## src/rtl/collision_scanner_pkg.sv

```systemverilog
// Shared definitions for the collision scanner: FSM state encodings, default
// tile/car geometry, default lane Y table and a port-width helper.
package collision_scanner_pkg;

    typedef enum logic [1:0] {
        ST_IDLE = 2'd0,
        ST_SCAN = 2'd1,
        ST_DONE = 2'd2
    } state_e;

    localparam int DEFAULT_TILE_SIZE = 32;
    localparam int DEFAULT_CAR_W     = 32;

    // Lane 0 sits in the least significant Y field.
    localparam logic [53:0] DEFAULT_LANE_Y = {9'd320, 9'd288, 9'd256, 9'd192, 9'd160, 9'd128};

    function automatic int hit_lane_w(input int lanes);
        return (lanes > 1) ? $clog2(lanes) : 1;
    endfunction

endpackage

```

## src/rtl/collision_scanner_aabb_overlap.sv

```systemverilog
// Combinational frog-vs-car axis-aligned box overlap test; operands are widened
// by one bit so that position-plus-size sums cannot wrap.
module aabb_overlap #(
    parameter int X_W       = 10,
    parameter int Y_W       = 9,
    parameter int TILE_SIZE = 32,
    parameter int CAR_W     = 32
) (
    input  logic [X_W-1:0] frog_x_i,
    input  logic [Y_W-1:0] frog_y_i,
    input  logic [X_W-1:0] car_x_i,
    input  logic [Y_W-1:0] lane_y_i,
    output logic           hit_o
);

    localparam logic [X_W:0] TILE_X = TILE_SIZE[X_W:0];
    localparam logic [X_W:0] CAR_X  = CAR_W[X_W:0];
    localparam logic [Y_W:0] TILE_Y = TILE_SIZE[Y_W:0];

    logic [X_W:0] fx;
    logic [X_W:0] cx;
    logic [Y_W:0] fy;
    logic [Y_W:0] ly;

    assign fx = {1'b0, frog_x_i};
    assign cx = {1'b0, car_x_i};
    assign fy = {1'b0, frog_y_i};
    assign ly = {1'b0, lane_y_i};

    // Strict compares: boxes that only share an edge do not collide.
    assign hit_o = (fx < cx + CAR_X) && (cx < fx + TILE_X) &&
                   (fy < ly + TILE_Y) && (ly < fy + TILE_Y);

endmodule

```

## src/rtl/collision_scanner.sv

```systemverilog
// Time-multiplexed frog-vs-car collision scanner: snapshots positions on a frame
// tick and tests one lane per clock. Optional hit counter: COLLISION_HIT_COUNT_EN.
module collision_scanner
    import collision_scanner_pkg::*;
#(
    parameter int                         NUM_LANES = 6,
    parameter int                         X_W       = 10,
    parameter int                         Y_W       = 9,
    parameter int                         TILE_SIZE = DEFAULT_TILE_SIZE,
    parameter int                         CAR_W     = DEFAULT_CAR_W,
    parameter logic [NUM_LANES*Y_W-1:0]   LANE_Y    = DEFAULT_LANE_Y
) (
    input  logic                                 i_Clk,
    input  logic                                 i_Rst_L,
    input  logic                                 i_Start,
    input  logic                                 i_Clear,
    input  logic [X_W-1:0]                       i_Frog_X,
    input  logic [Y_W-1:0]                       i_Frog_Y,
    input  logic [NUM_LANES*X_W-1:0]             i_Car_X,
    output logic                                 o_Busy,
    output logic                                 o_Done,
    output logic                                 o_Has_Collided,
    output logic [hit_lane_w(NUM_LANES)-1:0]     o_Hit_Lane,
    output logic                                 o_Hit_Flag
`ifdef COLLISION_HIT_COUNT_EN
    ,
    output logic [7:0]                           o_Hit_Count
`endif
);

    localparam int              HL_W      = hit_lane_w(NUM_LANES);
    localparam logic [HL_W-1:0] LAST_LANE = HL_W'(NUM_LANES - 1);

    state_e                 state_q, state_d;
    logic                   take;
    logic [HL_W-1:0]        lane_q, lane_d;
    logic                   acc_hit_q, acc_hit_d;
    logic [HL_W-1:0]        acc_lane_q, acc_lane_d;
    logic                   busy_q, busy_d;
    logic                   done_q, done_d;
    logic                   has_q, has_d;
    logic [HL_W-1:0]        hit_lane_q, hit_lane_d;
    logic                   flag_q, flag_d;
    logic                   scan_hit;

    logic [X_W-1:0]           frog_x_q;
    logic [Y_W-1:0]           frog_y_q;
    logic [NUM_LANES*X_W-1:0] car_x_q;
    logic [X_W-1:0]           car_x_sel;
    logic [Y_W-1:0]           lane_y_sel;
    logic                     lane_hit;

    assign car_x_sel  = car_x_q[int'(lane_q)*X_W +: X_W];
    assign lane_y_sel = LANE_Y[int'(lane_q)*Y_W +: Y_W];

    aabb_overlap #(
        .X_W      (X_W),
        .Y_W      (Y_W),
        .TILE_SIZE(TILE_SIZE),
        .CAR_W    (CAR_W)
    ) u_overlap (
        .frog_x_i (frog_x_q),
        .frog_y_i (frog_y_q),
        .car_x_i  (car_x_sel),
        .lane_y_i (lane_y_sel),
        .hit_o    (lane_hit)
    );

    always_comb begin
        state_d    = state_q;
        take       = 1'b0;
        lane_d     = lane_q;
        acc_hit_d  = acc_hit_q;
        acc_lane_d = acc_lane_q;
        done_d     = 1'b0;
        has_d      = has_q;
        hit_lane_d = hit_lane_q;
        flag_d     = i_Clear ? 1'b0 : flag_q;
        scan_hit   = 1'b0;

        case (state_q)
            ST_IDLE: begin
                take = i_Start;
            end
            ST_SCAN: begin
                if (lane_hit && !acc_hit_q) begin
                    acc_hit_d  = 1'b1;
                    acc_lane_d = lane_q;
                end
                if (lane_q == LAST_LANE) begin
                    // Final lane folds straight into the registered result so it is
                    // valid in the same cycle that o_Done is high.
                    state_d    = ST_DONE;
                    done_d     = 1'b1;
                    scan_hit   = acc_hit_q | lane_hit;
                    has_d      = scan_hit;
                    hit_lane_d = acc_hit_q ? acc_lane_q : (lane_hit ? lane_q : '0);
                    if (scan_hit) begin
                        flag_d = 1'b1;
                    end
                end else begin
                    lane_d = lane_q + 1'b1;
                end
            end
            ST_DONE: begin
                state_d = ST_IDLE;
                take    = i_Start;
            end
            default: state_d = ST_IDLE;
        endcase

        if (take) begin
            state_d    = ST_SCAN;
            lane_d     = '0;
            acc_hit_d  = 1'b0;
            acc_lane_d = '0;
        end

        busy_d = (state_d != ST_IDLE);
    end

    always_ff @(posedge i_Clk or negedge i_Rst_L) begin
        if (!i_Rst_L) begin
            state_q    <= ST_IDLE;
            lane_q     <= '0;
            acc_hit_q  <= 1'b0;
            acc_lane_q <= '0;
            busy_q     <= 1'b0;
            done_q     <= 1'b0;
            has_q      <= 1'b0;
            hit_lane_q <= '0;
            flag_q     <= 1'b0;
        end else begin
            state_q    <= state_d;
            lane_q     <= lane_d;
            acc_hit_q  <= acc_hit_d;
            acc_lane_q <= acc_lane_d;
            busy_q     <= busy_d;
            done_q     <= done_d;
            has_q      <= has_d;
            hit_lane_q <= hit_lane_d;
            flag_q     <= flag_d;
        end
    end

    // Snapshot is pure data, qualified by the FSM, so it carries no reset.
    always_ff @(posedge i_Clk) begin
        if (take) begin
            frog_x_q <= i_Frog_X;
            frog_y_q <= i_Frog_Y;
            car_x_q  <= i_Car_X;
        end
    end

`ifdef COLLISION_HIT_COUNT_EN
    logic [7:0] count_q, count_d;
    logic [7:0] count_base;

    always_comb begin
        count_base = i_Clear ? 8'd0 : count_q;
        count_d    = count_base;
        if (scan_hit && count_base != 8'hFF) begin
            count_d = count_base + 8'd1;
        end
    end

    always_ff @(posedge i_Clk or negedge i_Rst_L) begin
        if (!i_Rst_L) begin
            count_q <= 8'd0;
        end else begin
            count_q <= count_d;
        end
    end

    assign o_Hit_Count = count_q;
`endif

    assign o_Busy         = busy_q;
    assign o_Done         = done_q;
    assign o_Has_Collided = has_q;
    assign o_Hit_Lane     = hit_lane_q;
    assign o_Hit_Flag     = flag_q;

endmodule

```

## config.mk

```make
export PLATFORM = sky130hd
export DESIGN_NAME = collision_scanner
export DESIGN_NICKNAME = d
export VERILOG_FILES = /design/src/rtl/collision_scanner_pkg.sv /design/src/rtl/collision_scanner_aabb_overlap.sv /design/src/rtl/collision_scanner.sv
export SDC_FILE = /design/constraint.sdc
export NUM_CORES = 1
export LEC_CHECK = 0
export ABC_CLOCK_PERIOD_IN_PS = 5600
export CAP_MARGIN = 20
export CORE_MARGIN = 4
export CORE_UTILIZATION = 45
export DETAILED_ROUTE_END_ITERATION = 16
export GPL_TIMING_DRIVEN = 0
export PLACE_DENSITY = 0.71
export SETUP_SLACK_MARGIN = 0.5
export SYNTH_ARGS = -nofsm -noshare
export SYNTH_HDL_FRONTEND = slang
export SYNTH_SLANG_ARGS = --single-unit
```

## constraint.sdc

```tcl
create_clock -name i_Clk -period 5.6 [get_ports i_Clk]
set_input_delay 0.56 -clock i_Clk [delete_from_list [all_inputs] [get_ports i_Clk]]
set_output_delay 0.56 -clock i_Clk [all_outputs]
set_load 0.05 [all_outputs]
```

# Word-level counts from Yosys, hierarchy flattened
# Index checks and enable logic that the tools add are counted.
[classes] addsub=5 multipliers=2 n_div=0 magnitude_cmp=4 eq_ne=4 shift=2 muxes=21 bitwise=1 reduce_logical=13
[ops] cell="60-bit by 8-bit variable part select with 10-bit output" n=1
[ops] cell="54-bit by 8-bit variable part select with 9-bit output (first input constant)" n=1
[ops] cell="3-bit 2-to-1 mux" n=8
[ops] cell="10-bit by 6-bit adder with 11-bit output (second input constant)" n=2
[ops] cell="10-bit by 11-bit less-than comparator with 1-bit output" n=2
[ops] cell="9-bit by 6-bit adder with 10-bit output (second input constant)" n=2
[ops] cell="9-bit by 10-bit less-than comparator with 1-bit output" n=2
[ops] cell="1-bit 2-to-1 mux" n=10
[ops] cell="3-bit by 4-bit multiplier with 7-bit output (second input constant)" n=1
[ops] cell="3-bit by 3-bit multiplier with 6-bit output (second input constant)" n=1
[ops] cell="2-bit AND reduction" n=3
[ops] cell="2-bit nonzero test" n=3
[ops] cell="1-bit logical AND" n=4
[ops] cell="2-bit 2-to-1 mux" n=2
[ops] cell="2-bit case mux with 2 select lines" n=1
[ops] cell="3-bit by 1-bit adder with 3-bit output (second input constant)" n=1
[ops] cell="3-bit equality test (second input constant)" n=1
[ops] cell="2-bit by 1-bit equality test with 1-bit output (second input constant)" n=1
[ops] cell="2-bit equality test (second input constant)" n=1
[ops] cell="2-bit zero test" n=1
[ops] cell="2-bit != test (second input constant)" n=1
[ops] cell="2-bit OR reduction" n=1
[ops] cell="1-bit zero test" n=1
[ops] cell="1-bit bitwise OR" n=1
[word_totals] reg_bits=95 latchBits=0 ram_bits=0 mem_bits_ro=0 inputBits=83 out_inout_bits=7 elab_cells=64 n_memories=0

# Longest topological paths before layout
# Gate-level depths: netlist (run 1).
[depth] word_depth=11 depth_mapped=16 mapped_depth_nobuf=13

# Hierarchy
# From an unflattened synthesis (run 1), not the netlist that was laid out.
[hier_totals] cells_unflattened=344 hier_area_um2=4680.7
[modules_own_cells] module="collision_scanner" n_inst=1 cells_each=219 area_each_um2=3688.5 seq_area_each_um2=2772.7
[modules_own_cells] module="aabb_overlap" n_inst=1 cells_each=125 area_each_um2=992.2 seq_area_each_um2=0.0

# Worst setup path after synthesis (run 1)
# Ideal clock, no wire load.
[synth_path] path_kind="register -> register" startpoint="register lane_q[0]" endpoint="register acc_lane_q[2]" setup_ns=0.138 arrival_ns=3.533 t_required_ns=5.462 path_slack_ns=1.929 path_stages_with_launch=14 path_buffers=3 period_less_slack_ns=3.671 cell_sequence="dfrtp_1 > buf_6 > buf_4 > buf_1 > mux4_2 > a21oi_1 > inv_1 > ha_1 > a211o_1 > a21oi_2 > nand3_1 > a311oi_4 > nand4b_2 > mux2i_1"
[synth_between] elab_chain_len=10 word_cells_on_any_way=16 classes_between="add/sub: 2; mul: 2; order compare: 4; shift: 2; reduce/logical: 6"
[synth_lines] element="start, declared" line="collision_scanner.sv:36" text="logic [HL_W-1:0] lane_q, lane_d;"
[synth_lines] element="start signal, assigned" line="collision_scanner.sv:135" text="lane_q <= lane_d;"
[synth_lines] element="3-bit by 3-bit multiplier with 6-bit output" line="collision_scanner.sv:53" text="assign car_x_sel = car_x_q[int'(lane_q)*X_W +: X_W];"
[synth_lines] element="60-bit by 8-bit variable part select with 10-bit output" line="collision_scanner.sv:53"
[synth_lines] element="10-bit by 6-bit adder with 11-bit output" line="collision_scanner_aabb_overlap.sv:31" text="assign hit_o = (fx < cx + CAR_X) && (cx < fx + TILE_X) &&"
[synth_lines] element="10-bit by 11-bit less-than comparator with 1-bit output" line="collision_scanner_aabb_overlap.sv:31"
[synth_lines] element="1-bit logical AND (2 in a row)" line="collision_scanner_aabb_overlap.sv:31"
[synth_lines] element="1-bit logical AND (*)" line="collision_scanner_aabb_overlap.sv:32" text="(fy < ly + TILE_Y) && (ly < fy + TILE_Y);"
[synth_lines] element="1-bit logical AND (*)" line="collision_scanner.sv:86" text="if (lane_hit && !acc_hit_q) begin"
[synth_lines] element="2-bit nonzero test (no source line) (*)"
[synth_lines] element="2-bit AND reduction (no source line) (*)"
[synth_lines] element="end signal, assigned" line="collision_scanner.sv:137" text="acc_lane_q <= acc_lane_d;"
[synth_lines] element="end, declared" line="collision_scanner.sv:38" text="logic [HL_W-1:0] acc_lane_q, acc_lane_d;"
# Every way passes the cells marked *; elsewhere a longest branch is shown, timed or not.
# A chain may end at the register's enable or synchronous reset.

# Worst setup path in the final report (run 1)
# Ends and elaborated chain as after synthesis.

==> results.md, run 1 <==
* Outcome: finished clean
* Die area at 11630 um^2
* Clk sinks at 95
* Setup TNS Final at 0 ns
* Commonest cells post-synth: edfxtp_1 (79), ha_1 (33), nand2_1 (22)
* Crit path launch type: register
* Hold Crit Endpoint: lane_q[2]
* CP cell instances: buf_6 > buf_4 > buf_1 > mux4_2 > a21oi_1 > inv_1 > ha_1 > a211o_1 > a21oi_2 > nand3_1 > a311oi_4 > nand4b_2 > mux2i_1
* MaxCap Viol Count at 0
* Clock Root Buffer: clkbuf_8
* H-Tree Depth at 3
* Initial antenna violation count at 0
* Detailed Route WL at 8521 um
* Boundary pin count at 90
* Vias post-DR at 2782
* Hold Path Origin: state_q[0]
* Fin. Hold Viols at 0
* Vias in the first global route at 2975
* Clock Pin Slew Worst Setup and Hold Paths at 0.09 ns
* Post-synth EDFFs at 79
* Synth Net Count at 427
* Die Width at 107.9 um
* Yosys top cell by area: edfxtp_1
* Final core utilization at 59.13%
* Site row count at 36
* Fin. max-slew vios at 0
* Layout cell share with drive strength beyond 1 at 10.10%
* Setup WS pre-CTS at 1.235 ns
* Power Total at 0.002830 W
* WP buf/inv at 4
* Final worst slack at 1.307 ns
* Post-synth ARST share at 16.84%
* Buffers on Ports at 89
* # setup viols final at 0
* Final HPWL DP at 6469 um
* Wire per inst at 15.52 um
* WP data arrival at 4.51 ns
* Diode count at 0
* Syn Area/Cell at 14.43 um^2
* Final ANT Viol Nets at 0
* Pin count of the biggest net entering global routing at 82
* Crit Path Class: reg -> reg
* Core area at 9729 um^2
* Max stage delay cell, worst path: buf_1
* Hold_buf cts at 0
* Clock Tree Buf Depth at 2
* R2R depth at 13
* Area grow syn2layout at 28.19%
* Crit. End Element: register
* Top cells by area, synth: edfxtp_1 (53%), ha_1 (9.2%), dfrtp_1 (8.9%)
* Drt via density at 5.067
* GRT Overall Usage at 15.72%
* R2R Path End: acc_lane_q[2]
* Max Clock Freq at 232.9 MHz
* CP delay by family, top: compound AO/OA/AOI/OAI gates
* Setup Skew at 0.01065 ns
* Resize count post-CTS at 0
* #FFs+latches synth at 95
* Top cell type's share of synthesized area at 52.86%
* Synth Cell Area at 4488 um^2
* Final Critical Period at 4.293 ns
* First-pass DRT Iterations at 4
* Crit-path max cell delay at 0.63 ns
* RSZ-0062 raised after global routing: no
* Setup slack, reg-to-reg at 1.31 ns
* Synth Warn # at 0
* LEAKAGE at 2.213 nW
* Clk Latency, worst-skew pair at 0.36 ns
* Final period util at 76.66%
* Reg2reg start: lane_q[0]
* Count leader, synth: edfxtp_1
* Max-slew headroom at 33.87%
* Layout fillers at 797
* Worst endpoint required time at 5.82 ns
* Initial DRC Count at 143
* Remaining Overflow, GRT at 0
* Post-CTS Setup Bufs at 0
* WHS Path Cells at 1
* Min-Delay Path Class: reg -> reg
* Worst vdd ir at 229.8 uV
* DRC viols at 0
* Sequential cell area fraction in the yosys report at 61.78%
* Post-Syn Instances at 311
* Commonest register cell after synthesis: edfxtp_1
* Synth unique cells at 47
* Area taken by multi-input logic gates at 1594 um^2
* Power per Cell Area at 492.0 nW/um^2
* Initial Util at 46.13%
* Storage cell area at 2773 um^2
* Slew @ Worst Pin at 0.9920 ns
* TritonCTS clock tree: done
* NumNets Final at 527
* Num CTS Buffers at 9
* GP Congestion at 0.8342
* First-pass GRT wire length at 14090 um
* Die Span Y at 107.9 um
* CP Max Fanout at 10
-- cell usage in the layout, fill, tap and decap left out, drive strengths merged, types with 2 or more instances in the layout --
master / netlist / routed
clkdlybuf4s50: 0 / 89
edfxtp: 79 / 79
ha: 33 / 33
inv: 22 / 23
nand2: 22 / 22
nor2: 16 / 16
dfrtp: 16 / 16
a21oi: 14 / 14
mux2i: 12 / 12
nand3: 12 / 12
clkbuf: 3 / 12
mux4: 10 / 10
o21ai: 8 / 8
a21o: 7 / 7
xor2: 6 / 6
xnor2: 5 / 5
nand4: 5 / 5
nand2b: 4 / 4
a31oi: 4 / 4
buf: 4 / 4
a211oi: 3 / 3
and3: 3 / 3
clkinvlp: 0 / 3
o31ai: 2 / 2
and4: 2 / 2
mux2: 2 / 2
nor4: 2 / 2
o21a: 2 / 2
clkinv: 0 / 2
-- layer usage --
metal  vias to the layer above  global-route usage [%]  routed length [um]
met1                      1318                   19.07                3434
met3                        15                   3.239                 442
met5                         -                       0                   0
met2                        74                   27.35                4485
met4                         0                   6.222                 159
li1                       1375                       -                   -
-- final cells by class --
type	count	share of cell area, %
Multi-Input combinational cell	187	27.71
Buffer	7	0.6742
Clock buffer	9	2.153
Inverter	22	1.479
Tap cell	133	2.893
Clock inverter	7	1.414
Sequential cell	95	48.19
Timing Repair Buffer	89	15.48
-- kinds of logic after synthesis --
| logic type | after synthesis | synth area share, % |
|---|---|---|
| DFF | 95 | 61.78 |
| and+or+nand+nor | 70 | 7.778 |
| AOI/OAI and AO/OA | 49 | 8.112 |
| adders and majority gates | 33 | 9.200 |
| buffers and inverters | 29 | 2.704 |
| muxes | 24 | 8.280 |
| xor gates and xnor gates | 11 | 2.147 |
-- per-stage QoR --
step	hold slack [ns]	cells	area, um^2
5_1_grt	0.5561	549	5753
3_3_place_gp	0.4944	533	5545
3_5_place_dp	0.4921	533	5548
2_1_floorplan	0.2644	311	4488
6_report	0.5034	549	5753
4_1_cts	0.5069	549	5753
-- worst max path at each step --
stage,startpoint,endpoint,slack [ns],cells past startpoint
final,lane_q[0],acc_lane_q[2],1.31,13
after global routing,lane_q[0],o_Hit_Flag,0.98,13
after CTS,lane_q[0],acc_lane_q[2],1.21,13
after detailed placement,lane_q[0],acc_lane_q[2],1.24,13
after global placement,lane_q[0],acc_lane_q[2],1.31,13
after floorplan,lane_q[0],acc_lane_q[2],1.93,13
-- registers in the layout (all words and copies together) (netlist names) --
| register | cells |
|---|---|
| o_Done | 1 |
| acc_lane_q | 3 |
| frog_x_q | 10 |
| o_Hit_Lane | 3 |
| o_Has_Collided | 1 |
| car_x_q | 60 |
| o_Hit_Flag | 1 |
| frog_y_q | 9 |
| acc_hit_q | 1 |
| lane_q | 3 |
| state_q | 2 |
| o_Busy | 1 |
-- power breakdown --
group,internal [W],switching (W),total [W]
sequential,0.000935,0.0000692,0.00100
combinational,0.000588,0.000783,0.00137
clock,0.000211,0.000244,0.000455
total,0.00173,0.00110,0.00283
Note: power is estimated with default switching activity, not from simulation.
==> inputs of run 2 (changes only) <==
ABC_CLOCK_PERIOD_IN_PS = 3500   (was 5600)
PLACE_DENSITY = 0.74   (was 0.71)
clock period = 3.5 ns   (was 5.6 ns; I/O delays follow)
==> run 2 against run 1 <==
Effect of this change:
- flip-flop and latch count stayed put
- clock skew is 0.00087 ns higher
- sequential share of layout area is 2.8 points lower
==> results.md, run 2 (same netlist as run 1, synthesis figures left out) <==
* Slew @ Worst Pin at 0.7214 ns (-0.2707 ns)
* Clock Tree Buf Depth at 2 (unchanged)
* Site row count at 36 (unchanged)
* Fin. max-slew vios at 0 (unchanged)
* Initial DRC Count at 116 (-19%)
* Wire per inst at 16.18 um (+4.3%)
* Final worst slack at 0.2669 ns (-1.040 ns)
* Most common cell after layout, fill and taps aside: clkdlybuf4s50_1
* Vias post-DR at 2930 (+5.3%)
* Final period util at 92.37% (+16 points)
* CP cell instances: buf_6 > buf_12 > buf_12 > mux4_2 > a21oi_2 > inv_2 > ha_4 > a211o_1 > a21oi_4 > nand3_2 > a311oi_4 > buf_6 > nand4b_4 > mux2i_1
* Reg2reg start: lane_q[0]
* WP data arrival at 3.47 ns (-1.04 ns)
* Max-slew headroom at 51.76% (+18 points)
* Pin count of the biggest net entering global routing at 56 (-32%)
* Crit Path Class: reg -> reg
* CP Max Fanout at 5 (-5)
* Diode count at 0 (unchanged)
* Min-Delay Path Class: in -> async
* Layout cell share with drive strength beyond 1 at 21.09% (+11 points)
* TritonCTS clock tree: done
* Setup WS pre-CTS at -0.3270 ns (-1.562 ns)
* Die Span Y at 107.9 um (unchanged)
* Clock Pin Slew Worst Setup and Hold Paths at 0.10 ns (about the same)
* Crit-path max cell delay at 0.50 ns (-0.13 ns)
* Die Width at 107.9 um (unchanged)
* H-Tree Depth at 3 (unchanged)
* Die area at 11630 um^2 (unchanged)
* Outcome: finished clean
* Top reg by flops: car_x_q
* Drt via density at 5.105 (+0.73%)
* Max reg flops at 60 (unchanged)
* Area grow syn2layout at 36.30%
* Setup Skew at 0.01152 ns (+0.0008669 ns)
* Most frequent cells in the layout: clkdlybuf4s50_1 (89), edfxtp_1 (79), ha_1 (30), buf_4 (21), nand2_1 (20)
* Core area at 9729 um^2 (unchanged)
* DRC viols at 0 (unchanged)
* Detailed Route WL at 9290 um (+9.0%)
* GRT Overall Usage at 16.88% (+1.2 points)
* # setup viols final at 0 (unchanged)
* Area taken by multi-input logic gates at 1715 um^2 (+7.6%)
* First-pass GRT wire length at 14960 um (+6.2%)
* Boundary pin count at 90 (unchanged)
* Fin. Hold Viols at 0 (unchanged)
* Final Critical Period at 3.233 ns (-1.060 ns)
* Initial antenna violation count at 0 (unchanged)
* Vias in the first global route at 3110 (+4.5%)
* R2R Path End: acc_lane_q[2]
* RSZ-0062 raised after global routing: yes
* Max Clock Freq at 309.3 MHz (+33%)
* Clock Root Buffer: clkbuf_8
* Num CTS Buffers at 9 (unchanged)
* Clk sinks at 95 (unchanged)
* NumNets Final at 552 (+4.7%)
* Max stage delay cell, worst path: mux4_2
* Setup slack, reg-to-reg at 0.27 ns (-1.04 ns)
* R2R depth at 14 (+1)
* Hold_buf cts at 0 (unchanged)
* Final HPWL DP at 6699 um (+3.6%)
* Remaining Overflow, GRT at 0 (unchanged)
* Power per Cell Area at 843.0 nW/um^2 (+71%)
* GP Congestion at 0.8233 (-1.3%)
* Initial Util at 46.13% (unchanged)
* LEAKAGE at 2.381 nW (+7.6%)
* Final hold slack at 0.4053 ns (-0.09814 ns)
* Final Cell Area at 6117 um^2 (+6.3%)
* Worst endpoint required time at 3.74 ns (-2.08 ns)
* Crit. End Element: register
* Storage cell area at 2774 um^2 (about the same)
* Clk Latency, worst-skew pair at 0.36 ns (about the same)
* Top Registers: car_x_q x60, frog_x_q x10, frog_y_q x9
* Buffers on Ports at 89 (unchanged)
* Placed Instance Area at 5619 um^2 (+1.3%)
* Layout fillers at 755 (-5.3%)
* Worst vdd ir at 337.0 uV (+47%)
* First-pass DRT Iterations at 4 (unchanged)
* Crit path launch type: register
* Final ANT Viol Nets at 0 (unchanged)
* MaxCap Viol Count at 0 (unchanged)
## run 2: changes by cell type in the layout (fill, tap and decap cells not counted), sizes merged
| cell | before | now |
|---|---|---|
| inv | 23 | 26 |
| buf | 4 | 29 |
| bufinv | 1 | 0 |
| clkinvlp | 3 | 0 |
| clkinv | 2 | 3 |
## run 2: how the worst max path moves through the flow
stage          slack, ns       from       endpoint
2_1_floorplan       0.28  lane_q[0]     o_Hit_Flag
3_3_place_gp       -0.33  lane_q[1]     o_Hit_Flag
3_5_place_dp       -0.33  lane_q[1]     o_Hit_Flag
4_1_cts             0.21  lane_q[0]  o_Hit_Lane[0]
5_1_grt              0.1  lane_q[0]  acc_lane_q[2]
6_report            0.27  lane_q[0]  acc_lane_q[2]
## run 2: stage by stage
stage	instances	TNS, ns	utilization [%]	total power [W]
floorplan	311	0	-	0.003327
global placement	533	-8.955	57.45	0.003850
detailed placement	534	-2.149	57.75	0.003933
CTS	569	0	61.87	0.004958
global route	574	0	62.87	0.005555
finish	574	0	62.87	0.005157
## run 2: timing repair
action                                  in CTS  in global routing
endpoints found under the setup margin       9                  9
pin swaps                                   15                 13
resized for setup                           26                 12
buffers inserted                            19                  5
## run 2: cell type report
type / instances / share of cell area (%)
Buffer: 7 / 1.248
Clock buffer: 9 / 2.025
Clock inverter: 7 / 1.023
Inverter: 22 / 1.391
Multi-Input combinational cell: 187 / 28.04
Sequential cell: 95 / 45.35
Tap cell: 133 / 2.720
Timing Repair Buffer: 114 / 18.20
## run 2: metal layers
layer	global-route usage (%)	vias to the layer above	wire (um)	part of all wire, %
met5	0	-	0	0
met4	5.500	0	149	1.6
met3	4.319	12	583	6.3
met2	29.40	86	4828	52
met1	20.41	1402	3728	40
li1	-	1430	-	-
## run 2: power by group
group | leakage, nW | total (W) | switching, W | internal, W
combinational | 1.35 | 0.00287 | 0.00150 | 0.00137
clock | 0.0980 | 0.000692 | 0.000417 | 0.000275
sequential | 0.932 | 0.00160 | 0.000102 | 0.00149
## run 2: critical path, delay by kind of cell, from the launching register on
kind | cells | cell delay, ns
mux | 2 | 0.65
buf+inv | 5 | 0.58
flops | 1 | 0.38
fa+ha+maj | 1 | 0.21
simple gates | 2 | 0.26
compound gates | 4 | 1.03
